===== src/rtl/adder_seq_pkg.sv =====
// Shared types and default constants for the adder operand sequencer.
//  - seq_state_t : sequencer FSM state, encoding is visible on the State LEDs.
//  - DEF_*       : default parameter values for the board build.
package adder_seq_pkg;

    typedef enum logic [1:0] {
        LOAD_X = 2'd0,
        LOAD_Y = 2'd1,
        ADD    = 2'd2,
        SHOW   = 2'd3
    } seq_state_t;

    localparam int unsigned DEF_WIDTH           = 32'd4;
    localparam int unsigned DEF_DEBOUNCE_CYCLES = 32'd250000;
    localparam int unsigned DEF_DB_CNT_W        = 32'd18;

endpackage


===== src/rtl/btn_debounce.sv =====
// Button conditioner: 2-FF synchronizer, stable-sample debouncer and
// rising-edge pulse generator.
//  clk_i    in   system clock
//  rst_ni   in   asynchronous active-low reset (debounced level clears to released)
//  btn_i    in   raw button, active-high, asynchronous to clk_i
//  pulse_o  out  registered 1-cycle pulse on each accepted press
// The debounced level only flips after DEBOUNCE_CYCLES consecutive synchronized
// samples that differ from it; any sample equal to the current level restarts
// the count, so bounce shorter than DEBOUNCE_CYCLES never gets through.
module btn_debounce #(
    parameter int unsigned DEBOUNCE_CYCLES = 32'd250000,
    parameter int unsigned DB_CNT_W        = 32'd18
) (
    input  logic clk_i,
    input  logic rst_ni,
    input  logic btn_i,
    output logic pulse_o
);

    localparam logic [DB_CNT_W-1:0] CNT_MAX = DB_CNT_W'(DEBOUNCE_CYCLES - 32'd1);

    logic [1:0]          sync_q;
    logic                sync_s;
    logic [DB_CNT_W-1:0] cnt_q;
    logic [DB_CNT_W-1:0] cnt_d;
    logic                db_q;
    logic                db_d;
    logic                pulse_q;
    logic                pulse_d;

    assign sync_s  = sync_q[1];
    assign pulse_o = pulse_q;

    // Two-stage synchronizer for the raw button.
    always_ff @(posedge clk_i or negedge rst_ni) begin
        if (!rst_ni) begin
            sync_q <= 2'b00;
        end else begin
            sync_q <= {sync_q[0], btn_i};
        end
    end

    // Stable counter, debounced level and rising-edge detection.
    always_comb begin
        cnt_d   = cnt_q;
        db_d    = db_q;
        if (sync_s == db_q) begin
            cnt_d = {DB_CNT_W{1'b0}};
        end else if (cnt_q == CNT_MAX) begin
            cnt_d = {DB_CNT_W{1'b0}};
            db_d  = sync_s;
        end else begin
            cnt_d = cnt_q + {{(DB_CNT_W-1){1'b0}}, 1'b1};
        end
        pulse_d = db_d & ~db_q;
    end

    // Debouncer state and pulse registers.
    always_ff @(posedge clk_i or negedge rst_ni) begin
        if (!rst_ni) begin
            cnt_q   <= {DB_CNT_W{1'b0}};
            db_q    <= 1'b0;
            pulse_q <= 1'b0;
        end else begin
            cnt_q   <= cnt_d;
            db_q    <= db_d;
            pulse_q <= pulse_d;
        end
    end

endmodule


===== src/rtl/adder_operand_sequencer.sv =====
// Sequences an external four-bit adder from one shared switch bank.
// Next captures X, then Y plus carry-in; the adder output is sampled in the
// single-cycle ADD state and held for display in SHOW. Clr returns to LOAD_X
// and clears all captured data, and wins over a simultaneous Next.
//  Clk          in   system clock
//  Reset_n      in   async active-low reset (asserts immediately, releases on Clk)
//  Sw           in   raw operand switches
//  BtnNext      in   raw advance button
//  BtnClr       in   raw clear button
//  BtnCin       in   raw carry button, Cin = ~BtnCin
//  Sum, Cout    in   external adder result
//  InputX/InputY/Cin  out  registered adder operands
//  Result       out  {Cout,Sum} captured in ADD
//  ResultValid  out  high while in SHOW
//  State        out  current FSM state
// Build option SEQ_ACCUM_EN: Next in SHOW loads InputX with the low bits of
// Result and goes straight to LOAD_Y (running sum).
module adder_operand_sequencer
    import adder_seq_pkg::*;
#(
    parameter int unsigned WIDTH           = DEF_WIDTH,
    parameter int unsigned DEBOUNCE_CYCLES = DEF_DEBOUNCE_CYCLES,
    parameter int unsigned DB_CNT_W        = DEF_DB_CNT_W
) (
    input  logic             Clk,
    input  logic             Reset_n,
    input  logic [WIDTH-1:0] Sw,
    input  logic             BtnNext,
    input  logic             BtnClr,
    input  logic             BtnCin,
    input  logic [WIDTH-1:0] Sum,
    input  logic             Cout,
    output logic [WIDTH-1:0] InputX,
    output logic [WIDTH-1:0] InputY,
    output logic             Cin,
    output logic [WIDTH:0]   Result,
    output logic             ResultValid,
    output logic [1:0]       State
);

    logic [1:0]       rst_sync_q;
    logic             rst_n_s;
    logic [WIDTH-1:0] sw_meta_q;
    logic [WIDTH-1:0] sw_sync_q;
    logic             cin_meta_q;
    logic             cin_sync_q;
    logic             next_p_s;
    logic             clr_p_s;

    seq_state_t       state_q;
    seq_state_t       state_d;
    logic [WIDTH-1:0] x_q;
    logic [WIDTH-1:0] x_d;
    logic [WIDTH-1:0] y_q;
    logic [WIDTH-1:0] y_d;
    logic             cin_q;
    logic             cin_d;
    logic [WIDTH:0]   res_q;
    logic [WIDTH:0]   res_d;
    logic             rv_q;
    logic             rv_d;

    // Reset asserts asynchronously but is released only on a clock edge.
    always_ff @(posedge Clk or negedge Reset_n) begin
        if (!Reset_n) begin
            rst_sync_q <= 2'b00;
        end else begin
            rst_sync_q <= {rst_sync_q[0], 1'b1};
        end
    end

    assign rst_n_s = rst_sync_q[1];

    // Synchronizers for the switch bank and the undebounced carry button.
    always_ff @(posedge Clk or negedge rst_n_s) begin
        if (!rst_n_s) begin
            sw_meta_q  <= {WIDTH{1'b0}};
            sw_sync_q  <= {WIDTH{1'b0}};
            cin_meta_q <= 1'b0;
            cin_sync_q <= 1'b0;
        end else begin
            sw_meta_q  <= Sw;
            sw_sync_q  <= sw_meta_q;
            cin_meta_q <= BtnCin;
            cin_sync_q <= cin_meta_q;
        end
    end

    btn_debounce #(
        .DEBOUNCE_CYCLES (DEBOUNCE_CYCLES),
        .DB_CNT_W        (DB_CNT_W)
    ) u_db_next (
        .clk_i   (Clk),
        .rst_ni  (rst_n_s),
        .btn_i   (BtnNext),
        .pulse_o (next_p_s)
    );

    btn_debounce #(
        .DEBOUNCE_CYCLES (DEBOUNCE_CYCLES),
        .DB_CNT_W        (DB_CNT_W)
    ) u_db_clr (
        .clk_i   (Clk),
        .rst_ni  (rst_n_s),
        .btn_i   (BtnClr),
        .pulse_o (clr_p_s)
    );

    // Next-state and operand/result capture logic.
    always_comb begin
        state_d = state_q;
        x_d     = x_q;
        y_d     = y_q;
        cin_d   = cin_q;
        res_d   = res_q;
        if (clr_p_s) begin
            state_d = LOAD_X;
            x_d     = {WIDTH{1'b0}};
            y_d     = {WIDTH{1'b0}};
            cin_d   = 1'b0;
            res_d   = {(WIDTH+1){1'b0}};
        end else begin
            case (state_q)
                LOAD_X: begin
                    if (next_p_s) begin
                        x_d     = sw_sync_q;
                        state_d = LOAD_Y;
                    end else begin
                        state_d = LOAD_X;
                    end
                end
                LOAD_Y: begin
                    if (next_p_s) begin
                        y_d     = sw_sync_q;
                        cin_d   = ~cin_sync_q;
                        state_d = ADD;
                    end else begin
                        state_d = LOAD_Y;
                    end
                end
                ADD: begin
                    // Operands have been stable on the adder since leaving LOAD_Y.
                    res_d   = {Cout, Sum};
                    state_d = SHOW;
                end
                SHOW: begin
                    if (next_p_s) begin
`ifdef SEQ_ACCUM_EN
                        x_d     = res_q[WIDTH-1:0];
                        state_d = LOAD_Y;
`else
                        state_d = LOAD_X;
`endif
                    end else begin
                        state_d = SHOW;
                    end
                end
                default: begin
                    state_d = LOAD_X;
                end
            endcase
        end
        rv_d = (state_d == SHOW);
    end

    // FSM state, operand and result registers.
    always_ff @(posedge Clk or negedge rst_n_s) begin
        if (!rst_n_s) begin
            state_q <= LOAD_X;
            x_q     <= {WIDTH{1'b0}};
            y_q     <= {WIDTH{1'b0}};
            cin_q   <= 1'b0;
            res_q   <= {(WIDTH+1){1'b0}};
            rv_q    <= 1'b0;
        end else begin
            state_q <= state_d;
            x_q     <= x_d;
            y_q     <= y_d;
            cin_q   <= cin_d;
            res_q   <= res_d;
            rv_q    <= rv_d;
        end
    end

    assign InputX      = x_q;
    assign InputY      = y_q;
    assign Cin         = cin_q;
    assign Result      = res_q;
    assign ResultValid = rv_q;
    assign State       = state_q;

endmodule


===== config.mk =====
export PLATFORM = sky130hd
export DESIGN_NAME = adder_operand_sequencer
export DESIGN_NICKNAME = d
export VERILOG_FILES = /design/src/rtl/adder_seq_pkg.sv /design/src/rtl/btn_debounce.sv /design/src/rtl/adder_operand_sequencer.sv
export SDC_FILE = /design/constraint.sdc
export NUM_CORES = 1
export LEC_CHECK = 0
export ABC_AREA = 1
export CAP_MARGIN = 20
export CORE_MARGIN = 2
export CORE_UTILIZATION = 57
export DETAILED_ROUTE_END_ITERATION = 7
export GPL_TIMING_DRIVEN = 0
export PLACE_DENSITY = 0.85
export SKIP_CTS_REPAIR_TIMING = 1
export SYNTH_ARGS = -nofsm -noshare
export SYNTH_HDL_FRONTEND = slang
export SYNTH_SLANG_ARGS = --single-unit

===== constraint.sdc =====
create_clock -name Clk -period 2.5 [get_ports Clk]
set_clock_uncertainty 0.05 [all_clocks]
set_input_delay 0.5 -clock Clk [delete_from_list [all_inputs] [get_ports Clk]]
set_output_delay 0.5 -clock Clk [all_outputs]
set_load 0.02 [all_outputs]

==> results of run 1 <==
[flip-flops by register name, indices dropped and copies added (netlist names), 2 cells and up]
name / flops
u_db_clr.sync_q: 2
Result: 5
sw_sync_q: 4
InputX: 4
u_db_clr.cnt_q: 18
u_db_next.cnt_q: 18
State: 2
u_db_next.sync_q: 2
InputY: 4
rst_sync_q: 2
sw_meta_q: 4
[metrics by stage]
step                      instances   util  total power [uW]  cell area [um^2]
after floorplan                 371      -              1280              3330
after global placement          473  0.667              1310              3720
after global routing            489  0.698              2180              3890
after detailed placement        473  0.667              1310              3720
after CTS                       489  0.698              2110              3890
final                           489  0.698              2090              3890
[worst paths after layout]
kind | cells past startpoint | startpoint | end | slack, ps
max | 1 | State[0] | State[0] | 540
min | 1 | Reset_n | rst_sync_q[1] | 260
max reg2reg | 6 | u_db_clr.cnt_q[0] | u_db_clr.cnt_q[9] | 990
min reg2reg | 0 | rst_sync_q[0] | rst_sync_q[1] | 300
max in group asynchronous | 0 | rst_sync_q[1] | Result[2] | 1450
min in group Clk | 0 | rst_sync_q[0] | rst_sync_q[1] | 300
[cell families after synthesis]
group	Yosys count	share of synthesized area
and+or+nand+nor	201	0.273
DFF	73	0.549
buffers and inverters	44	0.0497
AOI/OAI and AO/OA	23	0.0376
xor gates and xnor gates	19	0.0546
muxes	8	0.0271
adders and majority gates	2	0.00752
other	1	0.00113
[synthesized netlist by cell type, drive strengths merged]
| cell type | instances |
|---|---|
| nor2 | 92 |
| mux2 | 8 |
| nor3 | 4 |
| o21ai | 15 |
| inv | 44 |
| a21oi | 5 |
| o22ai | 1 |
| nor3b | 3 |
| nand3b | 1 |
| nand2 | 67 |
| ha | 2 |
| xor2 | 13 |
| conb | 1 |
| nand3 | 29 |
| o21bai | 2 |
| nand4 | 5 |
| xnor2 | 6 |
| dfrtp | 73 |
[placed cells by master (no fill, tap or decap)]
master,count
sky130_fd_sc_hd__nor3b_1,3
sky130_fd_sc_hd__clkinv_2,2
sky130_fd_sc_hd__mux2_2,8
sky130_fd_sc_hd__nand2_4,1
sky130_fd_sc_hd__xor2_1,13
sky130_fd_sc_hd__inv_2,3
sky130_fd_sc_hd__nand3_2,2
sky130_fd_sc_hd__nand2_2,7
sky130_fd_sc_hd__clkbuf_8,9
sky130_fd_sc_hd__dfrtp_1,72
sky130_fd_sc_hd__nor3_1,4
sky130_fd_sc_hd__a21oi_1,5
sky130_fd_sc_hd__clkbuf_1,1
sky130_fd_sc_hd__inv_1,41
sky130_fd_sc_hd__clkinvlp_4,1
sky130_fd_sc_hd__nor2_4,5
sky130_fd_sc_hd__nand2_1,59
sky130_fd_sc_hd__clkdlybuf4s50_1,30
sky130_fd_sc_hd__o21ai_0,9
sky130_fd_sc_hd__xnor2_1,4
sky130_fd_sc_hd__nor2_1,82
sky130_fd_sc_hd__inv_6,1
sky130_fd_sc_hd__conb_1,1
sky130_fd_sc_hd__o22ai_1,1
sky130_fd_sc_hd__nand3_1,27
sky130_fd_sc_hd__o21ai_1,5
sky130_fd_sc_hd__dfrtp_4,1
sky130_fd_sc_hd__clkinv_4,2
sky130_fd_sc_hd__xnor2_2,2
sky130_fd_sc_hd__o21bai_1,2
sky130_fd_sc_hd__nor2_2,5
sky130_fd_sc_hd__o21ai_2,1
sky130_fd_sc_hd__nand3b_1,1
sky130_fd_sc_hd__ha_1,2
sky130_fd_sc_hd__nand4_1,5
[layer usage]
layer  share of wire  wire length (um)
met5               0                 0
met4           0.011                65
met3           0.048               293
met2            0.48              2930
met1            0.46              2830
[where the power goes]
group          internal (uW)  switching [uW]  total [uW]  leakage, uW
Sequential              1200            32.7        1230     0.000951
Clock                    363             442         805    0.0000866
Combinational           29.2            26.0        55.2     0.000710
[area by class of cell]
cell class                 instances  area, um^2
clock buffer                      10         128
clock inverter                     6        43.8
fill                             420        1680
inverter                          44         165
multi-input combinational        254        1330
sequential                        73        1830
tap                               72        90.1
timing repair buffer              30         300
==> out/metrics.json, run 1 <==
{
  "diodes_inserted": {"value": 0},
  "final_hold_viol_count": {"value": 0},
  "maximum_number_of_pins_on_one_net_before_global_route_repair": {"value": 72},
  "final.hold.worst_slack": {"value": 256, "unit": "ps"},
  "totalNegativeSetupSlack": {"value": 0, "unit": "ps"},
  "start_util": {"value": 0.597},
  "maxCapViolations": {"value": 0},
  "finalMaxSlewViolations": {"value": 0},
  "syn_area_per_cell": {"value": 8.96, "unit": "um^2"},
  "drc": {"value": 0},
  "detail_route.first_pass.iterations": {"value": 4},
  "groute.layer.met2.usage": {"value": 0.337},
  "drive_gt1_frac": {"value": 0.120},
  "syn-num-nets": {"value": 387},
  "critical_path.n_buffers_inverters": {"value": 1},
  "ys.warnings.count": {"value": 0},
  "globalRouteTotalUtil": {"value": 0.219},
  "clock_insertion_delay_worst_skew": {"value": 340, "unit": "ps"},
  "grt_most_used_layer": {"value": "met2"},
  "placement.setup.worst_slack": {"value": 912, "unit": "ps"},
  "io-pin-count": {"value": 31},
  "core-area": {"value": 0.00557, "unit": "mm^2"},
  "netlist-cell-type-count": {"value": 27},
  "grt_util_met1": {"value": 0.296},
  "routedWlPerCell": {"value": 12.5, "unit": "um"},
  "synth_area": {"value": 0.00333, "unit": "mm^2"},
  "cts_max_level": {"value": 3},
  "worst-endpoint-required": {"value": 1950, "unit": "ps"},
  "finalSetupViolations": {"value": 0},
  "clock.fmax": {"value": 0.509, "unit": "GHz"},
  "seq_area_frac_synth": {"value": 0.549},
  "worstHoldPathType": {"value": "in -> async"},
  "timing.critical_path.cells": {"value": "clkdlybuf4s50_1"},
  "worstSetupPathType": {"value": "reg -> out"},
  "grt_first_pass_wirelength": {"value": 10800, "unit": "um"},
  "gp_congestion": {"value": 0.948},
  "tritoncts.num_buffers": {"value": 9},
  "ctsRootBufferMaster": {"value": "sky130_fd_sc_hd__clkbuf_8"},
  "timing_worst_slew_pin_value": {"value": 851, "unit": "ps"},
  "rsz0062_at_grt": {"value": "no"},
  "cts.sinks": {"value": 73},
  "cts_tree": {"value": "built"},
  "ant_nets": {"value": 0},
  "use_met3": {"value": 0.0584},
  "result_of_the_run": {"value": "finished, final reports clean"},
  "via_count_of_the_first_global_routing_pass": {"value": 2493},
  "layout_min_cycle_time": {"value": 1960, "unit": "ps"},
  "detailed_place_hpwl": {"value": 4370, "unit": "um"},
  "die-area": {"value": 0.00646, "unit": "mm^2"},
  "timing.critical_path.slowest_cell_delay": {"value": 630, "unit": "ps"},
  "routed_via_density": {"value": 5.16},
  "critical_path.max_fanout": {"value": 6},
  "leakage_power": {"value": 0.00175, "unit": "uW"},
  "pwr_density_cell": {"value": 538, "unit": "mW/mm^2"},
  "die_h": {"value": 80.4, "unit": "um"},
  "routed-via-count": {"value": 2525},
  "timing.max_slew.rel_slack": {"value": 0.432},
  "worst_setup_hold_path_clk_slew": {"value": 80, "unit": "ps"},
  "ir_worst_vdd": {"value": 0.000403, "unit": "V"},
  "cp_slowest_cell": {"value": "sky130_fd_sc_hd__clkdlybuf4s50_1"},
  "portBuffers": {"value": 30},
  "floorplan.rows": {"value": 27},
  "flow.area_growth_from_synthesis": {"value": 17.0, "unit": "%"},
  "synth_seq_cells": {"value": 73},
  "antenna_violations_before_repair": {"value": 0},
  "cts.path.max_buffers": {"value": 2},
  "width_of_the_die": {"value": 80.4, "unit": "um"},
  "family_with_the_most_delay_on_the_worst_path": {"value": "buffers and inverters"},
  "detail_route.iter0.violations": {"value": 164},
  "finalCritPeriodShare": {"value": 0.785},
  "synth_top_area_share": {"value": 0.549},
  "yosysTopAreaCell": {"value": "sky130_fd_sc_hd__dfrtp_1"},
  "total_global_routing_overflow": {"value": 0},
  "drt-total-wl": {"value": 6120, "unit": "um"},
  "timing.critical_path.arrival": {"value": 1410, "unit": "ps"},
  "num-nets-final": {"value": 428},
  "slack_of_the_critical_path": {"value": 537, "unit": "ps"},
  "critPathCaptureType": {"value": "output port"},
  "worst_setup_path_start_kind": {"value": "flop"},
  "synth.area.top_cells": {"value": "sky130_fd_sc_hd__dfrtp_1 55%, sky130_fd_sc_hd__nor2_1 9.3%, sky130_fd_sc_hd__nand2_1 6.7%"},
  "synthesized_instance_count": {"value": 371}
}
No activity file was read; power rests on OpenSTA's default activity.
==> run 2: changes to the inputs <==
Settings changed: CORE_UTILIZATION 57 to 51, PLACE_DENSITY 0.85 to 0.81.
Clock period 2.5 ns to 1.6 ns, I/O delays scaled along.
==> out/metrics.json, run 2 (synthesis results as in run 1) <==
{
  "rsz0062_at_grt": {"value": "no"},
  "cts_tree": {"value": "built"},
  "finalMaxSlewViolations": {"value": 0, "change": "unchanged"},
  "ctsRootBufferMaster": {"value": "sky130_fd_sc_hd__clkbuf_8"},
  "grt_first_pass_wirelength": {"value": 10900, "unit": "um", "change": "+0.90%"},
  "start_util": {"value": 0.527, "change": "-0.0699"},
  "critical_path.n_buffers_inverters": {"value": 1, "change": "unchanged"},
  "layout_min_cycle_time": {"value": 1470, "unit": "ps"},
  "portBuffers": {"value": 30, "change": "unchanged"},
  "cp_slowest_cell": {"value": "sky130_fd_sc_hd__dfrtp_1"},
  "worst_setup_hold_path_clk_slew": {"value": 80, "unit": "ps", "change": "about the same"},
  "drt-total-wl": {"value": 6300, "unit": "um", "change": "+2.9%"},
  "floorplan.rows": {"value": 29, "change": "+7.4%"},
  "worst_setup_path_start_kind": {"value": "flop"},
  "family_with_the_most_delay_on_the_worst_path": {"value": "simple AND/OR/NAND/NOR gates"},
  "detailed_place_hpwl": {"value": 4440, "unit": "um", "change": "+1.4%"},
  "rr_endpoint": {"value": "u_db_clr.cnt_q[14]"},
  "report.power.total": {"value": 3460, "unit": "uW", "change": "+65%"},
  "critPathMostFrequentCell": {"value": "sky130_fd_sc_hd__nor2_1"},
  "routed_via_density": {"value": 5.07, "change": "-1.9%"},
  "layout_commonest_cell": {"value": "sky130_fd_sc_hd__nor2_1"},
  "ant_nets": {"value": 0, "change": "unchanged"},
  "worstSetupPathType": {"value": "reg -> reg"},
  "gp_congestion": {"value": 0.920, "change": "-2.9%"},
  "timing_worst_slew_pin_value": {"value": 872, "unit": "ps", "change": "+20.7 ps"},
  "maximum_number_of_pins_on_one_net_before_global_route_repair": {"value": 72, "change": "unchanged"},
  "tritoncts.num_buffers": {"value": 9, "change": "unchanged"},
  "drc": {"value": 0, "change": "unchanged"},
  "core-area": {"value": 0.00631, "unit": "mm^2", "change": "+13%"},
  "worst_r2r_path_depth": {"value": 8, "change": "+2"},
  "rr_startpoint": {"value": "u_db_clr.cnt_q[0]"},
  "finish.instance_area": {"value": 0.00400, "unit": "mm^2", "change": "+2.8%"},
  "antenna_violations_before_repair": {"value": 0, "change": "unchanged"},
  "globalRouteTotalUtil": {"value": 0.191, "change": "-0.0280"},
  "routedWlPerCell": {"value": 12.7, "unit": "um", "change": "+1.8%"},
  "totalNegativeSetupSlack": {"value": 0, "unit": "ps", "change": "unchanged"},
  "timing.critical_path.arrival": {"value": 1650, "unit": "ps", "change": "+240 ps"},
  "critPathCaptureType": {"value": "flop"},
  "diodes_inserted": {"value": 0, "change": "unchanged"},
  "postPlaceCellArea": {"value": 0.00373, "unit": "mm^2", "change": "+0.17%"},
  "io-pin-count": {"value": 31, "change": "unchanged"},
  "clock_insertion_delay_worst_skew": {"value": 340, "unit": "ps", "change": "about the same"},
  "width_of_the_die": {"value": 84.8, "unit": "um", "change": "+5.4%"},
  "most-common-layout-cells": {"value": "82 x sky130_fd_sc_hd__nor2_1, 72 x sky130_fd_sc_hd__dfrtp_1, 58 x sky130_fd_sc_hd__nand2_1"},
  "die_h": {"value": 84.8, "unit": "um", "change": "+5.4%"},
  "cts_max_level": {"value": 3, "change": "unchanged"},
  "finalSetupViolations": {"value": 0, "change": "unchanged"},
  "pwr_density_cell": {"value": 865, "unit": "mW/mm^2", "change": "+61%"},
  "cts.sinks": {"value": 73, "change": "unchanged"},
  "drive_gt1_frac": {"value": 0.129, "change": "+0.00959"},
  "via_count_of_the_first_global_routing_pass": {"value": 2402, "change": "-3.7%"},
  "die-area": {"value": 0.00718, "unit": "mm^2", "change": "+11%"},
  "final_hold_viol_count": {"value": 0, "change": "unchanged"},
  "cts.path.max_buffers": {"value": 2, "change": "unchanged"},
  "detail_route.first_pass.iterations": {"value": 4, "change": "unchanged"},
  "total_global_routing_overflow": {"value": 0, "change": "unchanged"},
  "num-nets-final": {"value": 428, "change": "unchanged"},
  "maxCapViolations": {"value": 0, "change": "unchanged"},
  "worst_reg_to_reg_setup_slack": {"value": 130, "unit": "ps", "change": "-860 ps"},
  "final-seq-area": {"value": 0.00183, "unit": "mm^2", "change": "unchanged"},
  "clock.fmax": {"value": 0.682, "unit": "GHz"},
  "multi_input_comb_area": {"value": 0.00136, "unit": "mm^2", "change": "+2.2%"},
  "critical_path.max_fanout": {"value": 4, "change": "-2"},
  "fillers": {"value": 513, "change": "+22%"},
  "routed-via-count": {"value": 2503, "change": "-0.87%"},
  "result_of_the_run": {"value": "finished, final reports clean"},
  "timing.max_slew.rel_slack": {"value": 0.419, "change": "-0.0138"},
  "worst-endpoint-required": {"value": 1790, "unit": "ps", "change": "-160 ps"},
  "finalCritPeriodShare": {"value": 0.916},
  "detail_route.iter0.violations": {"value": 201, "change": "+23%"},
  "timing.critical_path.cells": {"value": "ha_1, nand3_2, inv_2, nand2_2, nor2_4, nand3_1, nor2_1, nor2_1"},
  "flow.area_growth_from_synthesis": {"value": 20.3, "unit": "%"},
  "timing.critical_path.slowest_cell_delay": {"value": 410, "unit": "ps", "change": "-220 ps"},
  "ir_worst_vdd": {"value": 0.000637, "unit": "V", "change": "+58%"},
  "worstHoldPathType": {"value": "in -> async"},
  "leakage_power": {"value": 0.00198, "unit": "uW", "change": "+13%"}
}
## run 2: cell count changes in the layout (fill, tap and decap cells not counted), sizes merged
cell	previous run	this run
bufinv	0	1
clkbuf	10	9
clkdlybuf4s50	30	13
clkinv	4	1
clkinvlp	1	3
dlymetal6s2s	0	17
inv	45	46
## run 2: stage by stage
step	setup WS [ps]	utilization	cells	hold WS, ps
6_report	134	0.634	494	85.9
5_1_grt	1.84	0.634	494	69.0
4_1_cts	-204	0.622	494	75.0
3_5_place_dp	75.1	0.590	478	285
3_3_place_gp	-52.2	0.590	478	283
2_1_floorplan	256	-	371	-25.6
## run 2: worst reg2reg max path: cells and delay by family, from the launching register on
kind | cells | cell delay (ps)
AND/OR/NAND/NOR | 6 | 600
flip-flops | 1 | 410
buffers and inverters | 1 | 80
adder cells (fa/ha/maj) | 1 | 230
## run 2: area by class of cell
| class | count | area share |
|---|---|---|
| sequential | 73 | 0.458 |
| multi-input combinational | 254 | 0.341 |
| timing repair buffer | 30 | 0.0857 |
| inverter | 44 | 0.0413 |
| clock buffer | 9 | 0.0310 |
| tap | 77 | 0.0241 |
| clock inverter | 7 | 0.0197 |
## run 2: layer usage
metal	vias to the layer above	track usage	wire length, um
met5	-	0	0
met4	0	0.0649	14
met3	2	0.0482	337
met2	67	0.301	3050
met1	1189	0.260	2900
li1	1245	-	-
## run 2: worst max path at each step
| stage | cells after the start | slack (ps) | endpoint | startpoint |
|---|---|---|---|---|
| 2_1_floorplan | 3 | 260 | InputY[0] | State[0] |
| 3_3_place_gp | 0 | -50 | Result[0] | rst_sync_q[1] |
| 4_1_cts | 1 | -200 | State[0] | State[0] |
| 6_report | 8 | 130 | u_db_clr.cnt_q[14] | u_db_clr.cnt_q[0] |
| 3_5_place_dp | 6 | 80 | u_db_clr.cnt_q[9] | u_db_clr.cnt_q[0] |
| 5_1_grt | 9 | 2 | u_db_next.cnt_q[16] | u_db_next.cnt_q[0] |
## run 2: report_power, final
part | switching [uW] | total [uW] | internal (uW)
Clock | 711 | 1440 | 732
Sequential | 52.9 | 1930 | 1880
Combinational | 41.1 | 89.1 | 48.0
